$ cat config.mk
export PLATFORM = sky130hd
export DESIGN_NAME = pipe_hazard_ctrl_flat
export DESIGN_NICKNAME = d
export VERILOG_FILES = /design/src/rtl/pipe_hazard_ctrl_pkg.sv /design/src/rtl/pipe_hazard_ctrl_if.sv /design/src/rtl/pipe_hazard_ctrl_hazard_match.sv /design/src/rtl/pipe_hazard_ctrl.sv /design/src/flat_wrapper.sv
export SDC_FILE = /design/constraint.sdc
export NUM_CORES = 1
export LEC_CHECK = 0
export CORE_MARGIN = 4
export CORE_UTILIZATION = 50
export DETAILED_ROUTE_END_ITERATION = 8
export PLACE_DENSITY = 0.83
export SYNTH_ARGS = -nofsm -noshare
export SYNTH_HDL_FRONTEND = slang
export SYNTH_SLANG_ARGS = --single-unit
$ cat constraint.sdc
create_clock -name clk -period 5.2 [get_ports clk]
set_input_delay 0.52 -clock clk [delete_from_list [all_inputs] [get_ports clk]]
set_output_delay 0.52 -clock clk [all_outputs]
set_load 0.01 [all_outputs]
$ cat src/rtl/pipe_hazard_ctrl_pkg.sv
// Shared definitions for the pipeline hazard controller.
//   FWD_*     : EX operand select encodings driven on fwd_a / fwd_b
//   REG_ZERO  : the hard-wired zero register, never a producer
//   slot_t    : one scoreboard slot {dst, wr, ld}
//   make_slot : builds a slot, clearing wr when the destination is $0
package pipe_pkg;

    localparam logic [1:0] FWD_RF  = 2'b00;
    localparam logic [1:0] FWD_MEM = 2'b01;
    localparam logic [1:0] FWD_WB  = 2'b10;

    localparam logic [4:0] REG_ZERO = 5'd0;

    typedef struct packed {
        logic [4:0] dst;
        logic       wr;
        logic       ld;
    } slot_t;

    localparam slot_t SLOT_BUBBLE = '{dst: REG_ZERO, wr: 1'b0, ld: 1'b0};

    // A write to $0 is discarded by the register file, so it must never
    // look like a producer to the hazard logic.
    function automatic slot_t make_slot(logic [4:0] dst, logic wr, logic ld);
        slot_t s;
        s.dst = dst;
        s.wr  = wr && (dst != REG_ZERO);
        s.ld  = ld;
        return s;
    endfunction

endpackage

$ cat src/rtl/pipe_hazard_ctrl_if.sv
// Bundle between the pipeline datapath and the hazard controller.
//   master : pipeline side, drives the ID-stage fields and ex_redirect,
//            receives enables, flushes, forwarding selects and counters
//   slave  : controller side (pipe_hazard_ctrl)
interface pipe_hazard_ctrl_if;

    logic [4:0]  id_rs;
    logic [4:0]  id_rt;
    logic        id_use_rs;
    logic        id_use_rt;
    logic [4:0]  id_dst;
    logic        id_regwrite;
    logic        id_memtoreg;
    logic        ex_redirect;

    logic        pc_en;
    logic        if_id_en;
    logic        if_id_flush;
    logic        id_ex_flush;
    logic [1:0]  fwd_a;
    logic [1:0]  fwd_b;
    logic [15:0] stall_cnt;
    logic [15:0] flush_cnt;

    modport master (
        output id_rs, id_rt, id_use_rs, id_use_rt, id_dst,
               id_regwrite, id_memtoreg, ex_redirect,
        input  pc_en, if_id_en, if_id_flush, id_ex_flush,
               fwd_a, fwd_b, stall_cnt, flush_cnt
    );

    modport slave (
        input  id_rs, id_rt, id_use_rs, id_use_rt, id_dst,
               id_regwrite, id_memtoreg, ex_redirect,
        output pc_en, if_id_en, if_id_flush, id_ex_flush,
               fwd_a, fwd_b, stall_cnt, flush_cnt
    );

endinterface

$ cat src/rtl/pipe_hazard_ctrl_hazard_match.sv
// Combinational producer/consumer comparator for one scoreboard slot and
// one source register.
//   slot     : scoreboard slot {dst, wr, ld}
//   src      : source register number being checked
//   use_src  : the consumer actually reads src
//   block_ld : suppress the hit when the slot holds a load
//   hit      : slot produces src for this consumer
module hazard_match
    import pipe_pkg::*;
(
    input  slot_t      slot,
    input  logic [4:0] src,
    input  logic       use_src,
    input  logic       block_ld,
    output logic       hit
);

    assign hit = use_src && slot.wr && (slot.dst == src) && (src != REG_ZERO)
                 && !(block_ld && slot.ld);

endmodule

$ cat src/rtl/pipe_hazard_ctrl.sv
// Hazard and sequencing controller for the 5-stage MIPS pipeline.
// Shadows the destinations of the EX, MEM and WB instructions and compares
// them against the ID sources to produce stalls, flushes and forwarding.
//   clk, rst : pipeline clock; synchronous active-high reset
//   bus      : pipe_hazard_ctrl_if.slave (ID fields, ex_redirect in;
//              pc_en, if_id_en, flushes, fwd_a/fwd_b, counters out)
//   FWD_EN   : 1 = forward with load-use stall only,
//              0 = stall until the producer has left WB
module pipe_hazard_ctrl
    import pipe_pkg::*;
#(
    parameter bit FWD_EN = 1'b1
) (
    input  logic                clk,
    input  logic                rst,
    pipe_hazard_ctrl_if.slave   bus
);

    slot_t       ex_slot;
    slot_t       mem_slot;
    slot_t       wb_slot;
    logic [4:0]  ex_rs;
    logic [4:0]  ex_rt;
    logic [15:0] stall_cnt_q;
    logic [15:0] flush_cnt_q;

    logic hit_ex_a, hit_ex_b, hit_mem_a, hit_mem_b, hit_wb_a, hit_wb_b;
    logic fwd_mem_a, fwd_mem_b, fwd_wb_a, fwd_wb_b;
    logic stall_cond, stall, redirect;

    function automatic logic [15:0] sat_inc(logic [15:0] v, logic en);
        return (en && v != 16'hFFFF) ? v + 16'd1 : v;
    endfunction

    function automatic logic [1:0] fwd_sel(logic mem_hit, logic wb_hit);
        if (mem_hit)     return FWD_MEM;
        else if (wb_hit) return FWD_WB;
        else             return FWD_RF;
    endfunction

    // ID sources against every in-flight producer
    hazard_match u_ex_a  (.slot(ex_slot),  .src(bus.id_rs), .use_src(bus.id_use_rs), .block_ld(1'b0), .hit(hit_ex_a));
    hazard_match u_ex_b  (.slot(ex_slot),  .src(bus.id_rt), .use_src(bus.id_use_rt), .block_ld(1'b0), .hit(hit_ex_b));
    hazard_match u_mem_a (.slot(mem_slot), .src(bus.id_rs), .use_src(bus.id_use_rs), .block_ld(1'b0), .hit(hit_mem_a));
    hazard_match u_mem_b (.slot(mem_slot), .src(bus.id_rt), .use_src(bus.id_use_rt), .block_ld(1'b0), .hit(hit_mem_b));
    hazard_match u_wb_a  (.slot(wb_slot),  .src(bus.id_rs), .use_src(bus.id_use_rs), .block_ld(1'b0), .hit(hit_wb_a));
    hazard_match u_wb_b  (.slot(wb_slot),  .src(bus.id_rt), .use_src(bus.id_use_rt), .block_ld(1'b0), .hit(hit_wb_b));

    // Registered EX sources against MEM/WB; a load in MEM has no data yet
    hazard_match u_fm_a (.slot(mem_slot), .src(ex_rs), .use_src(1'b1), .block_ld(1'b1), .hit(fwd_mem_a));
    hazard_match u_fm_b (.slot(mem_slot), .src(ex_rt), .use_src(1'b1), .block_ld(1'b1), .hit(fwd_mem_b));
    hazard_match u_fw_a (.slot(wb_slot),  .src(ex_rs), .use_src(1'b1), .block_ld(1'b0), .hit(fwd_wb_a));
    hazard_match u_fw_b (.slot(wb_slot),  .src(ex_rt), .use_src(1'b1), .block_ld(1'b0), .hit(fwd_wb_b));

    assign stall_cond = FWD_EN ? ((hit_ex_a || hit_ex_b) && ex_slot.ld)
                               : (hit_ex_a || hit_ex_b || hit_mem_a ||
                                  hit_mem_b || hit_wb_a || hit_wb_b);

    // Redirect discards the ID instruction, so its hazard is irrelevant.
    // Reset forces the idle output pattern in the reset cycle itself.
    assign redirect = bus.ex_redirect && !rst;
    assign stall    = stall_cond && !redirect && !rst;

    assign bus.pc_en       = !stall;
    assign bus.if_id_en    = !stall;
    assign bus.if_id_flush = redirect;
    assign bus.id_ex_flush = stall || redirect;
    assign bus.fwd_a       = (FWD_EN && !rst) ? fwd_sel(fwd_mem_a, fwd_wb_a) : FWD_RF;
    assign bus.fwd_b       = (FWD_EN && !rst) ? fwd_sel(fwd_mem_b, fwd_wb_b) : FWD_RF;
    assign bus.stall_cnt   = stall_cnt_q;
    assign bus.flush_cnt   = flush_cnt_q;

    // ID -> EX -> MEM -> WB scoreboard shift
    always_ff @(posedge clk) begin
        if (rst) begin
            ex_slot     <= SLOT_BUBBLE;
            ex_rs       <= REG_ZERO;
            ex_rt       <= REG_ZERO;
            mem_slot    <= SLOT_BUBBLE;
            wb_slot     <= SLOT_BUBBLE;
            stall_cnt_q <= 16'd0;
            flush_cnt_q <= 16'd0;
        end else begin
            if (stall || redirect) begin
                ex_slot <= SLOT_BUBBLE;
                ex_rs   <= REG_ZERO;
                ex_rt   <= REG_ZERO;
            end else begin
                ex_slot <= make_slot(bus.id_dst, bus.id_regwrite, bus.id_memtoreg);
                ex_rs   <= bus.id_rs;
                ex_rt   <= bus.id_rt;
            end
            mem_slot    <= ex_slot;
            wb_slot     <= mem_slot;
            stall_cnt_q <= sat_inc(stall_cnt_q, stall);
            flush_cnt_q <= sat_inc(flush_cnt_q, redirect);
        end
    end

endmodule

$ cat src/flat_wrapper.sv
// flat-port wrapper written by rule: the top's interface ports become plain ports
module pipe_hazard_ctrl_flat import pipe_pkg::*;
#(
    parameter bit FWD_EN = 1'b1
)
  (clk, rst, bus_id_rs, bus_id_rt, bus_id_use_rs, bus_id_use_rt, bus_id_dst, bus_id_regwrite, bus_id_memtoreg, bus_ex_redirect, bus_pc_en, bus_if_id_en, bus_if_id_flush, bus_id_ex_flush, bus_fwd_a, bus_fwd_b, bus_stall_cnt, bus_flush_cnt);
  pipe_hazard_ctrl_if bus_i ();
  input  logic clk;
  input  logic rst;
  input wire logic [$bits(bus_i.id_rs)-1:0] bus_id_rs;
  input wire logic [$bits(bus_i.id_rt)-1:0] bus_id_rt;
  input wire logic [$bits(bus_i.id_use_rs)-1:0] bus_id_use_rs;
  input wire logic [$bits(bus_i.id_use_rt)-1:0] bus_id_use_rt;
  input wire logic [$bits(bus_i.id_dst)-1:0] bus_id_dst;
  input wire logic [$bits(bus_i.id_regwrite)-1:0] bus_id_regwrite;
  input wire logic [$bits(bus_i.id_memtoreg)-1:0] bus_id_memtoreg;
  input wire logic [$bits(bus_i.ex_redirect)-1:0] bus_ex_redirect;
  output wire logic [$bits(bus_i.pc_en)-1:0] bus_pc_en;
  output wire logic [$bits(bus_i.if_id_en)-1:0] bus_if_id_en;
  output wire logic [$bits(bus_i.if_id_flush)-1:0] bus_if_id_flush;
  output wire logic [$bits(bus_i.id_ex_flush)-1:0] bus_id_ex_flush;
  output wire logic [$bits(bus_i.fwd_a)-1:0] bus_fwd_a;
  output wire logic [$bits(bus_i.fwd_b)-1:0] bus_fwd_b;
  output wire logic [$bits(bus_i.stall_cnt)-1:0] bus_stall_cnt;
  output wire logic [$bits(bus_i.flush_cnt)-1:0] bus_flush_cnt;
  assign bus_i.id_rs = bus_id_rs;
  assign bus_i.id_rt = bus_id_rt;
  assign bus_i.id_use_rs = bus_id_use_rs;
  assign bus_i.id_use_rt = bus_id_use_rt;
  assign bus_i.id_dst = bus_id_dst;
  assign bus_i.id_regwrite = bus_id_regwrite;
  assign bus_i.id_memtoreg = bus_id_memtoreg;
  assign bus_i.ex_redirect = bus_ex_redirect;
  assign bus_pc_en = bus_i.pc_en;
  assign bus_if_id_en = bus_i.if_id_en;
  assign bus_if_id_flush = bus_i.if_id_flush;
  assign bus_id_ex_flush = bus_i.id_ex_flush;
  assign bus_fwd_a = bus_i.fwd_a;
  assign bus_fwd_b = bus_i.fwd_b;
  assign bus_stall_cnt = bus_i.stall_cnt;
  assign bus_flush_cnt = bus_i.flush_cnt;
  pipe_hazard_ctrl #(.FWD_EN(FWD_EN)) u_core (.clk(clk), .rst(rst), .bus(bus_i));
endmodule
==> metrics.md, run 1 <==
| Metric | Value |
|---|---|
| Final Setup Violations | `0` |
| Final min period | `3.19 ns` |
| HP Class | `flop to flop` |
| RSZ-0062 raised after global routing | `false` |
| Synth warn | `0` |
| Total GRT Usage | `18.7%` |
| Syn Inst Count | `318` |
| Synth Area in Compound Gates | `8.89%` |
| Clk buf depth | `2` |
| Yosys top cell by area | `dfxtp_1` |
| Post-Syn Area | `2910 um2` |
| Register area share after synthesis | `42.6%` |
| Mean routed wirelength per cell | `14.2 um` |
| DR vias | `2,468` |
| Synth cell count leaders | `dfxtp_1 (62), xnor2_1 (26), nor2_1 (23)` |
| Slew Limit Headroom | `58.3%` |
| Initial Util | `52.3%` |
| Setup Fix Bufs, Post-CTS | `0` |
| CORE AREA | `5570 um2` |
| Leak | `1.31 nW` |
| Vias in the first global route | `2,350` |
| CTS tree | `yes` |
| Top-count cell post-synth | `dfxtp_1` |
| Post-Synth Adder-Cell Area | `0.859%` |
| Router iterations before antenna repair | `6` |
| DR iter-0 viols | `114` |
| WL final | `6.49 mm` |
| R2R Setup Slk | `3.04 ns` |
| Fin cells | `458` |
| Diode count | `0` |
| GR Overflow Total | `0` |
| Final net count | `405` |
| Share of post-route cells with drive strength above 1 | `7.25%` |
| Total CTS buffers | `9` |
| Syn Nets | `342` |
| Largest net degree at the start of global routing | `43` |
| Mean Syn Cell Area | `9.16 um2` |
| Area Growth Syn to Fin | `29.3%` |
| Max-cap violations | `0` |
| Fin. max-slew vios | `0` |
| Num rows | `27` |
| CTS Hold Bufs | `0` |
| IO Port Bufs | `61` |
| Resized cells post-CTS | `0` |
| Post-route ant nets | `0` |
| Synth Area in Simple Gates | `33.2%` |
| Synth unique cells | `49` |
| DIE AREA | `7110 um2` |
| XOR/XNOR share of the synthesized area | `11.7%` |
| FMAX | `0.313 GHz` |
| Accumulated negative setup slack | `0 ns` |
| Worst-skew pair later-pin latency | `0.33 ns` |
| Post-DP HPWL | `4.76 mm` |
| Post-synthesis register bit count | `62` |
| Top_reg_cell synth | `dfxtp_1` |
| Power Dens Cells | `262 nW/um2` |
| Clk_skew | `0.00657 ns` |
| Top area cells in the synthesized netlist | `dfxtp_1 (43%), xnor2_1 (7.8%), and2_1 (4.1%)` |
| Worst EP required | `4.68 ns` |
| Finished Core Util | `67.6%` |
| Largest family of logic cells by synthesized area | `simple AND/OR/NAND/NOR gates` |
| I/O pin count | `62` |
| # placed instances | `442` |
| Htree depth | `3` |
| Multiplexer share of the synthesized area | `0.343%` |
| RD Place Congestion | `0.812` |
| Status | `finished clean` |
| Root Driver | `clkbuf_8` |
| CTS clk-pin slew, worst paths | `0.07 ns` |
| Crit path DAT | `2.67 ns` |
| Initial antenna violation count | `0` |
| Startpoint class of the critical path | `input pin` |
| Vias/cell | `5.39` |
| Die width | `84.3 um` |
| First-pass GRT wire length | `10.8 mm` |
| Period utilisation layout | `61.4%` |
| Worst setup EP type | `output port` |
| Post-synth ARST share | `0%` |
| Crit Path Max Fanout | `5` |
| DRC | `0` |
| Die Ht | `84.3 um` |
| Post-synth EDFFs | `0` |
| VDD IR max | `171 uV` |
| TritonCTS Sinks | `62` |
| Hold Fails Final Rpt | `0` |
| Area fraction of the dominant cell type after synthesis | `42.6%` |
| Worst Tran Pin Value | `0.625 ns` |
| CP Class | `input pin to output port` |
[metal layers]
layer  share of wire (%)  GRT usage (%)  vias to the layer above
met5                   0              0                        -
met4                0.88           6.62                        0
li1                    -              -                     1237
met2                  48           31.2                       83
met3                 7.3           5.10                        7
met1                  43           23.2                     1141
[final cells by class]
cell class | instances | area [um2]
Clock buffer | 12 | 155
Clock inverter | 4 | 45.0
Fill cell | 464 | 1810
Inverter | 5 | 18.8
Multi-Input combinational cell | 241 | 1600
Sequential cell | 62 | 1240
Tap cell | 72 | 90.1
Timing Repair Buffer | 62 | 613
[cell usage in the layout, fill, tap and decap left out, types with 13 or more instances in the layout]
master	Yosys	final
nor2b_1	14	14
xnor2_1	26	26
and2_1	19	19
o21ai_0	14	14
nand4_1	13	13
clkdlybuf4s50_1	0	60
nand2_1	20	20
a21oi_1	13	13
nor2_1	23	23
dfxtp_1	62	62
xor2_1	13	13
or3_1	14	14
[critical path, cell delays in order]
cell and delay, ns:
clkdlybuf4s50_1 0.47, and4bb_4 0.40, nand4b_2 0.14, nor4b_4 0.41, or3_1 0.19, clkdlybuf4s50_1 0.53
[final timing paths]
path,startpoint,end,cells past startpoint
max,bus_ex_redirect,bus_id_ex_flush,6
min,u_core.mem_slot[1],u_core.wb_slot[1],1
max reg2reg,u_core.ex_slot[2],u_core.bus.stall_cnt[6],6
min reg2reg,u_core.mem_slot[1],u_core.wb_slot[1],1
[metrics by stage]
step,total power (W),cell area (um2),hold slack (ns),setup WS [ns]
finish,0.000988,3770,0.469,2.01
detailed placement,0.000578,3570,0.462,2.02
floorplan,0.000545,2910,0.439,3.09
global placement,0.000576,3570,0.449,2.03
CTS,0.000995,3770,0.472,2.01
global route,0.00103,3770,0.481,1.94
[power by group]
group / total [W] / internal (W) / switching, W / leakage (nW)
Sequential: 0.000495 / 0.000484 / 0.0000105 / 0.503
Combinational: 0.0000732 / 0.0000407 / 0.0000325 / 0.697
Clock: 0.000420 / 0.000245 / 0.000175 / 0.106
Total: 0.000988 / 0.000770 / 0.000218 / 1.31
[state kept, by name, summed over array words and instances, names as in the netlist]
name / flops
u_core.ex_rt: 5
u_core.wb_slot: 6
u_core.bus.flush_cnt: 16
u_core.mem_slot: 7
u_core.ex_rs: 5
u_core.bus.stall_cnt: 16
u_core.ex_slot: 7
[logic make-up (layout without fill, tap and decap cells)]
family                     Yosys count  in the layout
and+or+nand+nor                    158            158
DFF                                 62             62
AOI/OAI and AO/OA                   41             41
xor gates and xnor gates            39             39
buffers and inverters               15             83
adders and majority gates            2              2
muxes                                1              1
Note: power is estimated with default switching activity, not from simulation.
==> run 2, diff against run 1 <==
--- a/config.mk
+++ b/config.mk
@@ -6,9 +6,9 @@
 export NUM_CORES = 1
 export LEC_CHECK = 0
 export CORE_MARGIN = 4
-export CORE_UTILIZATION = 50
+export CORE_UTILIZATION = 46
 export DETAILED_ROUTE_END_ITERATION = 8
-export PLACE_DENSITY = 0.83
+export PLACE_DENSITY = 0.8
 export SYNTH_ARGS = -nofsm -noshare
 export SYNTH_HDL_FRONTEND = slang
 export SYNTH_SLANG_ARGS = --single-unit
==> constraint.sdc (replaced) <==
create_clock -name clk -period 2.6 [get_ports clk]
set_input_delay 0.26 -clock clk [delete_from_list [all_inputs] [get_ports clk]]
set_output_delay 0.26 -clock clk [all_outputs]
set_load 0.01 [all_outputs]
==> metrics.md, run 2 (synthesized netlist as in run 1, its figures left out) <==
| Metric | Value |
|---|---|
| Leak | `1.35 nW (was 1.31 nW)` |
| Worst-skew pair later-pin latency | `0.34 ns (was 0.33 ns)` |
| Mean routed wirelength per cell | `14.0 um (was 14.2 um)` |
| Period utilisation layout | `93.9%` |
| Diode count | `0 (unchanged)` |
| Final min period | `2.44 ns` |
| Startpoint class of the critical path | `flop (was input pin)` |
| VDD IR max | `348 uV (was 171 uV)` |
| DR iter-0 viols | `81 (was 114)` |
| CTS clk-pin slew, worst paths | `0.06 ns (was 0.07 ns)` |
| CTS tree | `yes (unchanged)` |
| Num rows | `28 (was 27)` |
| Total CTS buffers | `9 (unchanged)` |
| Die width | `87.6 um (was 84.3 um)` |
| Comb power frac | `7.6% (was 7.4%)` |
| IO Port Bufs | `61 (unchanged)` |
| Root Driver | `clkbuf_8 (unchanged)` |
| Net Switching | `0.000444 W (was 0.000218 W)` |
| Final Setup Violations | `0 (unchanged)` |
| Share of power burned in registers | `49.1% (was 50.0%)` |
| Final net count | `412 (was 405)` |
| Max-cap violations | `0 (unchanged)` |
| Commonest non-fill, non-tap cell in the layout | `dfxtp_1 (unchanged)` |
| I/O pin count | `62 (unchanged)` |
| Vias/cell | `5.32 (was 5.39)` |
| Worst EP required | `2.34 ns (was 4.68 ns)` |
| Htree depth | `3 (unchanged)` |
| Worst setup EP type | `output port (unchanged)` |
| Crit Path Max Fanout | `5 (unchanged)` |
| Sw frac | `22.1% (about the same)` |
| Vias in the first global route | `2,379 (was 2,350)` |
| Clock Power Share | `43.3% (was 42.5%)` |
| Share of post-route cells with drive strength above 1 | `9.18% (was 7.25%)` |
| Slew Limit Headroom | `63.0% (was 58.3%)` |
| Hold Fails Final Rpt | `0 (unchanged)` |
| Crit path cell chain | `or4_4, a21oi_4, nor4_4, or3_1, dlygate4sd2_1 (was clkdlybuf4s50_1, and4bb_4, nand4b_2, nor4b_4, or3_1, clkdlybuf4s50_1)` |
| RSZ-0062 raised after global routing | `false (unchanged)` |
| WL final | `6.54 mm (was 6.49 mm)` |
| Resized cells post-CTS | `6 (was 0)` |
| Clk buf depth | `2 (unchanged)` |
| Crit path DAT | `2.18 ns (was 2.67 ns)` |
| Power Dens Cells | `525 nW/um2 (was 262 nW/um2)` |
| CP peak stage delay | `0.56 ns (was 0.53 ns)` |
| Most frequent cells in the layout | `dfxtp_1 (62), clkdlybuf4s50_1 (55), xnor2_1 (26) (was dfxtp_1 (62), clkdlybuf4s50_1 (60), xnor2_1 (26))` |
| DIE AREA | `7670 um2 (was 7110 um2)` |
| CP max stage cell | `or4_4 (was clkdlybuf4s50_1)` |
| Cell Int Power | `0.00157 W (was 0.000770 W)` |
| Initial Util | `48.4% (was 52.3%)` |
| Finished Core Util | `63.6% (was 67.6%)` |
| Status | `finished clean (unchanged)` |
| CORE AREA | `6030 um2 (was 5570 um2)` |
| Accumulated negative setup slack | `0 ns (unchanged)` |
| CTS Hold Bufs | `0 (unchanged)` |
| DR vias | `2,484 (was 2,468)` |
| Post-DP HPWL | `4.81 mm (was 4.76 mm)` |
| Setup Fix Bufs, Post-CTS | `0 (unchanged)` |
| Clk_skew | `0.00814 ns (was 0.00657 ns)` |
| Area Growth Syn to Fin | `31.5% (was 29.3%)` |
| Total GRT Usage | `18.2% (was 18.7%)` |
| Initial antenna violation count | `0 (unchanged)` |
| DRC | `0 (unchanged)` |
| GR Overflow Total | `0 (unchanged)` |
| HP Class | `input pin to flop (was flop to flop)` |
| Post-route ant nets | `0 (unchanged)` |
| TritonCTS Sinks | `62 (unchanged)` |
| Worst Tran Pin Value | `0.555 ns (was 0.625 ns)` |
| Router iterations before antenna repair | `4 (was 6)` |
| CP Class | `flop to output port (was input pin to output port)` |
| First-pass GRT wire length | `11.0 mm (was 10.8 mm)` |
| Largest net degree at the start of global routing | `26 (was 43)` |
| FMAX | `0.409 GHz` |
| RD Place Congestion | `0.914 (was 0.812)` |
| Die Ht | `87.6 um (was 84.3 um)` |
| Fin. max-slew vios | `0 (unchanged)` |
==> run 2: changes by cell type in the layout (fill, tap and decap cells not counted) <==
cell             delta
clkbuf_8            +1
clkinv_2            -2
buf_4               +7
nor4b_1             -1
clkinvlp_4          +1
clkdlybuf4s50_1     -5
clkbuf_1            -1
dlygate4sd2_1       +5
nor4b_2             +1
==> run 2: power by group through the flow <==
stage                logic, W  registers, W  clock network [W]
finish               0.000153      0.000988           0.000870
global route         0.000167      0.000990           0.000948
CTS                  0.000154      0.000988           0.000895
detailed placement   0.000153       0.00101                  0
global placement     0.000151       0.00101                  0
floorplan           0.0000861       0.00100                  0
==> run 2: cell type report <==
cell class | count | area [um2]
Fill cell | 539 | 2190
Multi-Input combinational cell | 241 | 1610
Sequential cell | 62 | 1240
Timing Repair Buffer | 69 | 659
Clock buffer | 12 | 165
Tap cell | 75 | 93.8
Clock inverter | 3 | 42.5
Inverter | 5 | 18.8
==> run 2: worst max-delay path, delay by kind of cell (launching register included) <==
family / cells / cell delay, ns
AO/OA/AOI/OAI: 1 / 0.21
buffers and inverters: 1 / 0.30
flip-flops: 1 / 0.34
AND/OR/NAND/NOR: 3 / 1.00
==> run 2: metrics by stage <==
step | instances | total power [W] | hold WS (ns) | cell area [um2] | setup slack [ns]
after global routing | 467 | 0.00211 | 0.251 | 3830 | 0.0666
final | 467 | 0.00201 | 0.250 | 3830 | 0.157
after detailed placement | 452 | 0.00116 | 0.466 | 3620 | 0.172
after floorplan | 318 | 0.00109 | 0.382 | 2910 | 0.675
after global placement | 452 | 0.00116 | 0.455 | 3620 | 0.176
after CTS | 467 | 0.00204 | 0.235 | 3830 | 0.134
==> run 2: worst paths after layout <==
path | cells after the start | startpoint | slack [ns] | endpoint
worst max-delay path | 5 | u_core.ex_slot[2] | 0.16 | bus_id_ex_flush
worst min-delay path | 2 | rst | 0.25 | u_core.mem_slot[2]
worst max register to register | 8 | u_core.ex_slot[2] | 0.29 | u_core.bus.stall_cnt[1]
worst min register to register | 1 | u_core.ex_slot[0] | 0.47 | u_core.mem_slot[0]
==> run 2: per-layer routing <==
layer | global-route usage, % | vias up | part of all wire (%)
li1 | - | 1260 | -
met1 | 22.8 | 1149 | 45
met2 | 29.4 | 62 | 48
met3 | 5.27 | 13 | 5.2
met4 | 7.67 | 0 | 1.7
met5 | 0 | - | 0
==> run 3, diff against run 2 <==
--- a/config.mk
+++ b/config.mk
@@ -9,6 +9,8 @@
 export CORE_UTILIZATION = 46
 export DETAILED_ROUTE_END_ITERATION = 8
 export PLACE_DENSITY = 0.8
+export RECOVER_POWER = 50
+export REMOVE_ABC_BUFFERS = 1
 export SYNTH_ARGS = -nofsm -noshare
 export SYNTH_HDL_FRONTEND = slang
 export SYNTH_SLANG_ARGS = --single-unit
==> metrics.md, run 3 (synthesized netlist as in run 1, its figures left out) <==
| Metric | Value |
|---|---|
| Final WS setup | `0.188 ns (was 0.157 ns)` |
| Accumulated negative setup slack | `0 ns (unchanged)` |
| Die Ht | `87.6 um (unchanged)` |
| Top Family by Delay on Critical Path | `simple AND/OR/NAND/NOR gates (unchanged)` |
| Leak | `1.44 nW (was 1.35 nW)` |
| Commonest non-fill, non-tap cell in the layout | `dfxtp_1 (unchanged)` |
| Die width | `87.6 um (unchanged)` |
| Area Growth Syn to Fin | `30.3% (was 31.5%)` |
| WL final | `6.41 mm (was 6.54 mm)` |
| # placed instances | `451 (was 452)` |
| Vias/cell | `5.18 (was 5.32)` |
| Post-Place Cell Area | `3620 um2 (about the same)` |
| Status | `finished clean (unchanged)` |
| CTS tree | `yes (unchanged)` |
| Total GRT Usage | `18.3% (was 18.2%)` |
| CORE AREA | `6030 um2 (unchanged)` |
| Net Switching | `0.000421 W (was 0.000444 W)` |
| Startpoint class of the critical path | `flop (unchanged)` |
| Period utilisation layout | `92.8% (was 93.9%)` |
| RSZ-0062 raised after global routing | `false (unchanged)` |
| Mean routed wirelength per cell | `13.8 um (was 14.0 um)` |
| TritonCTS Sinks | `62 (unchanged)` |
| DIE AREA | `7670 um2 (unchanged)` |
| Final net count | `411 (was 412)` |
| Comb power frac | `7.7% (was 7.6%)` |
| Largest net degree at the start of global routing | `27 (was 26)` |
| Worst setup path end | `bus_id_ex_flush (unchanged)` |
| Finished Core Util | `63.0% (was 63.6%)` |
| HP Class | `input pin to flop (unchanged)` |
| Fin. max-slew vios | `0 (unchanged)` |
| Crit path cell chain | `or4_4, a21oi_4, nor4_4, or3_1, dlygate4sd2_1 (unchanged)` |
| VDD IR max | `292 uV (was 348 uV)` |
| Reg2Reg Depth | `8 (unchanged)` |
| Worst path depth | `5 (unchanged)` |
| Final Setup Violations | `0 (unchanged)` |
| CP peak stage delay | `0.56 ns (about the same)` |
| Worst Tran Pin Value | `0.600 ns (was 0.555 ns)` |
| I/O pin count | `62 (unchanged)` |
| Reg-to-Reg Start | `u_core.ex_slot[2] (unchanged)` |
| Worst EP required | `2.34 ns (about the same)` |
| Crit Path Max Fanout | `5 (unchanged)` |
| Htree depth | `3 (unchanged)` |
| Post-DP HPWL | `4.89 mm (was 4.81 mm)` |
| Vias in the first global route | `2,404 (was 2,379)` |
| CTS clk-pin slew, worst paths | `0.06 ns (about the same)` |
| Share of power burned in registers | `50.5% (was 49.1%)` |
| Worst setup EP type | `output port (unchanged)` |
| IO Port Bufs | `61 (unchanged)` |
| Clk buf depth | `2 (unchanged)` |
| Num rows | `28 (unchanged)` |
| Hold Fails Final Rpt | `0 (unchanged)` |
| Pre-CTS WS | `0.0931 ns (was 0.172 ns)` |
| Setup Fix Bufs, Post-CTS | `0 (unchanged)` |
| Slew Limit Headroom | `60.0% (was 63.0%)` |
| Clk_skew | `0.0119 ns (was 0.00814 ns)` |
| Worst R2R End | `u_core.bus.stall_cnt[1] (unchanged)` |
| FMAX | `0.415 GHz (was 0.409 GHz)` |
| Share of post-route cells with drive strength above 1 | `7.69% (was 9.18%)` |
| Fin cells | `466 (was 467)` |
| Cell Int Power | `0.00154 W (was 0.00157 W)` |
| RD Place Congestion | `0.841 (was 0.914)` |
| Worst-skew pair later-pin latency | `0.33 ns (was 0.34 ns)` |
| Critical Path Start | `u_core.ex_slot[2] (unchanged)` |
| Crit path DAT | `2.15 ns (was 2.18 ns)` |
| Final Instance Area | `3800 um2 (was 3830 um2)` |
| Sw frac | `21.5% (was 22.1%)` |
| Power Dens Cells | `515 nW/um2 (was 525 nW/um2)` |
| Buffers & Inverters on Critical Path | `1 (unchanged)` |
| DRC | `0 (unchanged)` |
| Max-cap violations | `0 (unchanged)` |
| DR iter-0 viols | `107 (was 81)` |
| Total CTS buffers | `9 (unchanged)` |
| R2R Setup Slk | `0.32 ns (was 0.29 ns)` |
| Root Driver | `clkbuf_8 (unchanged)` |
| GR Overflow Total | `0 (unchanged)` |
| First-pass GRT wire length | `11.1 mm (was 11.0 mm)` |
| Clock Power Share | `41.9% (was 43.3%)` |
| CP max stage cell | `or4_4 (unchanged)` |
| Final min period | `2.41 ns (was 2.44 ns)` |
| DR vias | `2,413 (was 2,484)` |
| Router iterations before antenna repair | `4 (unchanged)` |
| Most frequent cells in the layout | `dfxtp_1 (62), dlygate4sd3_1 (33), xnor2_1 (26) (was dfxtp_1 (62), clkdlybuf4s50_1 (55), xnor2_1 (26))` |
| Initial Util | `48.4% (unchanged)` |
| CP Class | `flop to output port (unchanged)` |
| Post-route ant nets | `0 (unchanged)` |
| Initial antenna violation count | `1 (was 0)` |
run 3: metal layers:
| layer | global-route usage (%) | wire (um) | part of all wire, % | vias up |
|---|---|---|---|---|
| li1 | - | - | - | 1255 |
| met3 | 5.74 | 343 | 5.4 | 8 |
| met5 | 0 | 13 | 0.20 | - |
| met4 | 5.16 | 61 | 0.95 | 2 |
| met1 | 23.3 | 2970 | 46 | 1098 |
| met2 | 29.7 | 3020 | 47 | 50 |
run 3: per-stage QoR:
stage / hold WS (ns) / power (W)
after detailed placement: 0.470 / 0.00116
after global placement: 0.447 / 0.00116
after CTS: 0.389 / 0.00197
after floorplan: 0.327 / 0.00108
final: 0.402 / 0.00196
after global routing: 0.412 / 0.00204
run 3: cell type report:
class | instances | area (um2)
well taps | 75 | 93.8
repair buffers | 68 | 648
clock inverters | 1 | 30.0
diodes | 1 | 2.50
multi-input cells | 241 | 1600
fillers | 536 | 2230
flip-flops and latches | 62 | 1240
inverters | 5 | 18.8
clock buffers | 13 | 159
run 3: power groups by stage:
| stage | Sequential (W) | Clock (W) | Combinational, W |
|---|---|---|---|
| global placement | 0.00101 | 0 | 0.000149 |
| finish | 0.000988 | 0.000819 | 0.000150 |
| detailed placement | 0.00101 | 0 | 0.000153 |
| global route | 0.000990 | 0.000881 | 0.000165 |
| floorplan | 0.00100 | 0 | 0.0000750 |
| CTS | 0.000988 | 0.000831 | 0.000154 |
run 3: how the worst min path moves through the flow:
stage                       start                  endpoint  slack, ns  cells past startpoint
2_1_floorplan                 rst         u_core.wb_slot[2]       0.33                      1
4_1_cts                       rst         u_core.wb_slot[2]       0.39                      3
3_5_place_dp    u_core.ex_slot[0]        u_core.mem_slot[0]       0.47                      1
3_3_place_gp   u_core.mem_slot[1]         u_core.wb_slot[1]       0.45                      1
5_1_grt                       rst  u_core.bus.flush_cnt[10]       0.41                      3
6_report                      rst         u_core.wb_slot[2]       0.40                      3
run 3: worst min-delay path: cells and delay by family:
| family | cells | cell delay [ns] |
|---|---|---|
| buffers and inverters | 2 | 0.33 |
| AND/OR/NAND/NOR | 1 | 0.10 |
run 3: what timing repair did:
item / in CTS / in global routing
hold buffers: 0 / 0
endpoints found under the setup margin: 5 / 0
gates resized for setup: 5 / 0
==> edit 1: new RTL, flow settings as in run 3 <==
Change the package constant `REG_ZERO` from 5'd0 to 5'd1.
--- a/src/rtl/pipe_hazard_ctrl_pkg.sv
+++ b/src/rtl/pipe_hazard_ctrl_pkg.sv
@@ -9,7 +9,7 @@
     localparam logic [1:0] FWD_MEM = 2'b01;
     localparam logic [1:0] FWD_WB  = 2'b10;
 
-    localparam logic [4:0] REG_ZERO = 5'd0;
+    localparam logic [4:0] REG_ZERO = 5'd1;
 
     typedef struct packed {
         logic [4:0] dst;
Formal check against the unedited RTL: not equivalent (Yosys sat finds a counterexample within 4 cycles, from zero or initial values and one cycle with rst high).
==> edit 1 against run 3 <==
Via count increased by 6.2%; area after synthesis decreased by 0.43%; hold slack got worse by 0.061 ns; clock skew decreased by 0.0048 ns; cell area increased by 1.9%; setup slack got worse by 0.072 ns; sequential cell count unchanged; power increased by 5.1%; routed wire length increased by 6.4%; sequential share of layout area decreased by 0.60 points; register-to-register slack improved by 0.20 ns; critical endpoint unchanged; largest cell class unchanged; highest routed layer is now met4.
==> edit 1: results (changes against run 3) <==
metric,value,unit,change
fraction of layout cells with a size suffix above 1,10.22,%,+2.5 points
Netlist cell types,50,,+2.0%
status,"finished, final reports clean",,
largest net degree at the start of global routing,36,,+33%
PwrDens,531.5,mW/mm2,+3.1%
sequential area share after synthesis,42.78,%,+0.18 points
Post-DP HPWL,5044,um,+3.1%
inverters,6,,+1
"Max FO, Critical Path",2,,-3
Crit path largest cell delay,0.54,ns,-0.02 ns
R2R Path End,u_core.bus.stall_cnt[8],,
placed cells,460,,+2.0%
Fill cells,541,,+0.93%
DP Area,0.003657,mm2,+1.1%
Nets,420,,+2.2%
sequential share of power,48.0,%,-2.5 points
initial antenna violation count,0,,-1
vias in the first global route,2492,,+3.7%
routed vias,2562,,+6.2%
skew final,0.007102,ns,-0.004775 ns
CP max stage cell,or4b_4,,
bufs w/o clock,76,,+12%
non-filler cells in the finished layout,476,,+2.1%
FFs & Latches,62,,unchanged
hold endpoint,u_core.wb_slot[4],,
GPL Wtd Cong,0.8514,,+1.2%
Highest Clock Rate,0.4025,GHz,-2.9%
worst reg-to-reg setup slack,0.52,ns,+0.20 ns
## edit 1: cell count changes after synthesis, sizes merged, moves of 4 or more
| cell | change |
|---|---|
| and4 | -4 |
| o21ai | -6 |
| or3 | -4 |
| xor2 | +15 |
| xnor2 | -16 |
| nor4 | +8 |
| and2 | -5 |
| nor2 | +5 |
| nand2 | -5 |
| nand3 | +6 |
## edit 1: repair_timing
item                                   in CTS  in global routing
setup endpoints to repair                   1                  2
endpoints found under the hold margin       0                  0
setup buffers                               0                  0
gates resized for setup                     1                  2
## edit 1: metal layers
metal	global-route usage, %	vias up	share of wire [%]
li1	-	1285	-
met1	24.87	1204	46
met2	29.66	62	48
met3	4.541	11	5.3
met4	10.18	0	1.4
met5	0	-	0
## edit 1: kinds of logic after synthesis
logic type	Yosys count	synth area share [%]
DFF	62	42.78
AOI/OAI and AO/OA	37	8.237
buffers and inverters	16	3.148
and+or+nand+nor	161	32.25
xor gates and xnor gates	38	11.47
adders and majority gates	2	0.8623
muxes	3	1.250
==> edit 2: new RTL, settings of run 3 <==
Without the edit above. Make the reset (`rst`) asynchronous in one clocked block. Comments in the files are not updated.
--- a/src/rtl/pipe_hazard_ctrl.sv
+++ b/src/rtl/pipe_hazard_ctrl.sv
@@ -71,7 +71,7 @@
     assign bus.flush_cnt   = flush_cnt_q;
 
     // ID -> EX -> MEM -> WB scoreboard shift
-    always_ff @(posedge clk) begin
+    always_ff @(posedge clk or posedge rst) begin
         if (rst) begin
             ex_slot     <= SLOT_BUBBLE;
             ex_rs       <= REG_ZERO;
Formal check against the unedited RTL: differs if rst is asserted again (counterexample within 4 cycles, from zero or initial values and one cycle with rst high); with rst held inactive, the same outputs for 10 cycles.
==> edit 2 against run 3 <==
Cell area rose by 5.0%; sequential cell count stayed put; routed wire length grew 4.1%; setup slack got worse by 0.044 ns; area after synthesis up 5.5%; largest cell class is now flip-flops and latches.
Power is not compared: it rests on default switching activity, and its combinational part moved more than twofold at a synthesized area within 25%.
==> edit 2: results (changes against run 3) <==
metric,value,unit,change
status,"finished, final reports clean",,
Crit path largest cell delay,0.58,ns,+0.02 ns
first-pass GRT wire length,11510,um,+4.0%
CP Launch Point,rst,,
placed cells,406,,-10%
largest net degree at the start of global routing,63,,+130%
CP max stage cell,dlygate4sd3_1,,
R2R Path End,u_core.bus.stall_cnt[13],,
Vias per Instance,5.486,,+5.9%
postcts setup bufs,0,,unchanged
R2R Path Start,u_core.ex_slot[2],,
Fill cells,521,,-2.8%
hold slack,0.3779,ns,-0.02364 ns
Max-slew headroom,2.755,%,-57 points
Hold WC Path Type,flop to flop,,
Final Instance Area,0.003986,mm2,+5.0%
drt pass-1 iters,5,,+1
final WL,6676,um,+4.1%
DP Area,0.003797,mm2,+5.0%
Worst EP arrival,2.20,ns,+0.05 ns
mean routed wirelength per cell,15.82,um,+15%
vias in the first global route,2408,,+0.17%
asr flop ratio synth,100.0,%,+100 points
initial antenna violation count,0,,-1
iteration-0 DRC count of the detailed router,120,,+12%
worst reg-to-reg setup slack,0.54,ns,+0.22 ns
Nets,364,,-11%
VDD IR max,0.5365,mV,
prevailing post-synth register cell,dfrtp_1,,
Mapped Avg Cell Area,11.51,um2,+26%
Commonest cells post-synth,"dfrtp_1 (62), xor2_1 (31), xnor2_1 (23)",,
worst-case reg-to-reg path depth,7,,-1
"Reg clk slew, reported paths",0.07,ns,
Port Buffers,61,,unchanged
hold endpoint,u_core.wb_slot[1],,
Netlist cell types,45,,-8.2%
worst hold start,u_core.mem_slot[1],,
"top cells by area, synth","dfrtp_1 (50%), xor2_1 (8.8%), xnor2_1 (6.6%), nor3b_1 (3.9%), nand4_1 (2.4%)",,
cell leakage power,0.001721,uW,
CP top delay family,buffers and inverters,,
GPL Wtd Cong,0.8692,,+3.3%
TritonCTS buffer count,9,,unchanged
hold path cells,0,,-3
gr usage total,17.48,%,-0.77 points
skew final,0.008726,ns,-0.003150 ns
"Max FO, Critical Path",4,,-1
sequential area share after synthesis,50.47,%,+7.9 points
Post-DP HPWL,4926,um,+0.69%
fraction of layout cells with a size suffix above 1,11.59,%,+3.9 points
ant diodes,0,,-1
==> edit 2: power by group <==
group	leakage [uW]	internal [uW]	switching, uW
combinational	0.000844	197	146
sequential	0.000791	1040	92.7
clock	0.0000869	424	373
total	0.00172	1660	611
==> edit 2: cell families after synthesis <==
family / count (synthesis) / share of synthesized area, %
flops: 62 / 50.47
simple gates: 108 / 22.75
fa+ha+maj: 2 / 0.8139
buf+inv: 15 / 2.524
mux: 3 / 1.099
compound gates: 23 / 6.960
xor+xnor: 54 / 15.38
==> edit 2: how the worst max path moves through the flow <==
stage,endpoint,slack [ns],cells past startpoint
floorplan,bus_id_ex_flush,-0.09,4
global placement,bus_id_ex_flush,0.25,7
detailed placement,bus_if_id_en,0.22,7
CTS,bus_fwd_b[0],0.08,5
global route,bus_id_ex_flush,0.04,6
finish,bus_if_id_en,0.14,6
==> edit 2: routing by layer <==
metal	wire length, um	global-route usage (%)	vias to the layer above	share of wire, %
li1	-	-	1107	-
met2	3182	28.01	72	48
met3	423	4.841	10	6.3
met5	0	0	-	0
met1	2952	22.23	1126	44
met4	118	7.663	0	1.8
==> edit 2: timing repair <==
| action | CTS | global route |
|---|---|---|
| pin swaps | 0 | 0 |
| hold endpoints to repair | 0 | 0 |
| resized for setup | 2 | 1 |
| setup endpoints to repair | 2 | 1 |
==> edit 2: final cells by class <==
cell class                 count  share of cell area (%)
tap                           77                   2.417
clock inverter                 4                  0.7533
multi-input combinational    190                   36.25
clock buffer                  12                   4.143
sequential                    62                   38.92
inverter                       7                  0.6591
timing repair buffer          70                   16.85
==> edit 2: metrics by stage <==
step / setup WS (ns) / setup TNS, ns
after floorplan: -0.09454 / -0.09454
after global placement: 0.2535 / 0
after detailed placement: 0.2238 / 0
after CTS: 0.07845 / 0
after global routing: 0.04347 / 0
final: 0.1434 / 0
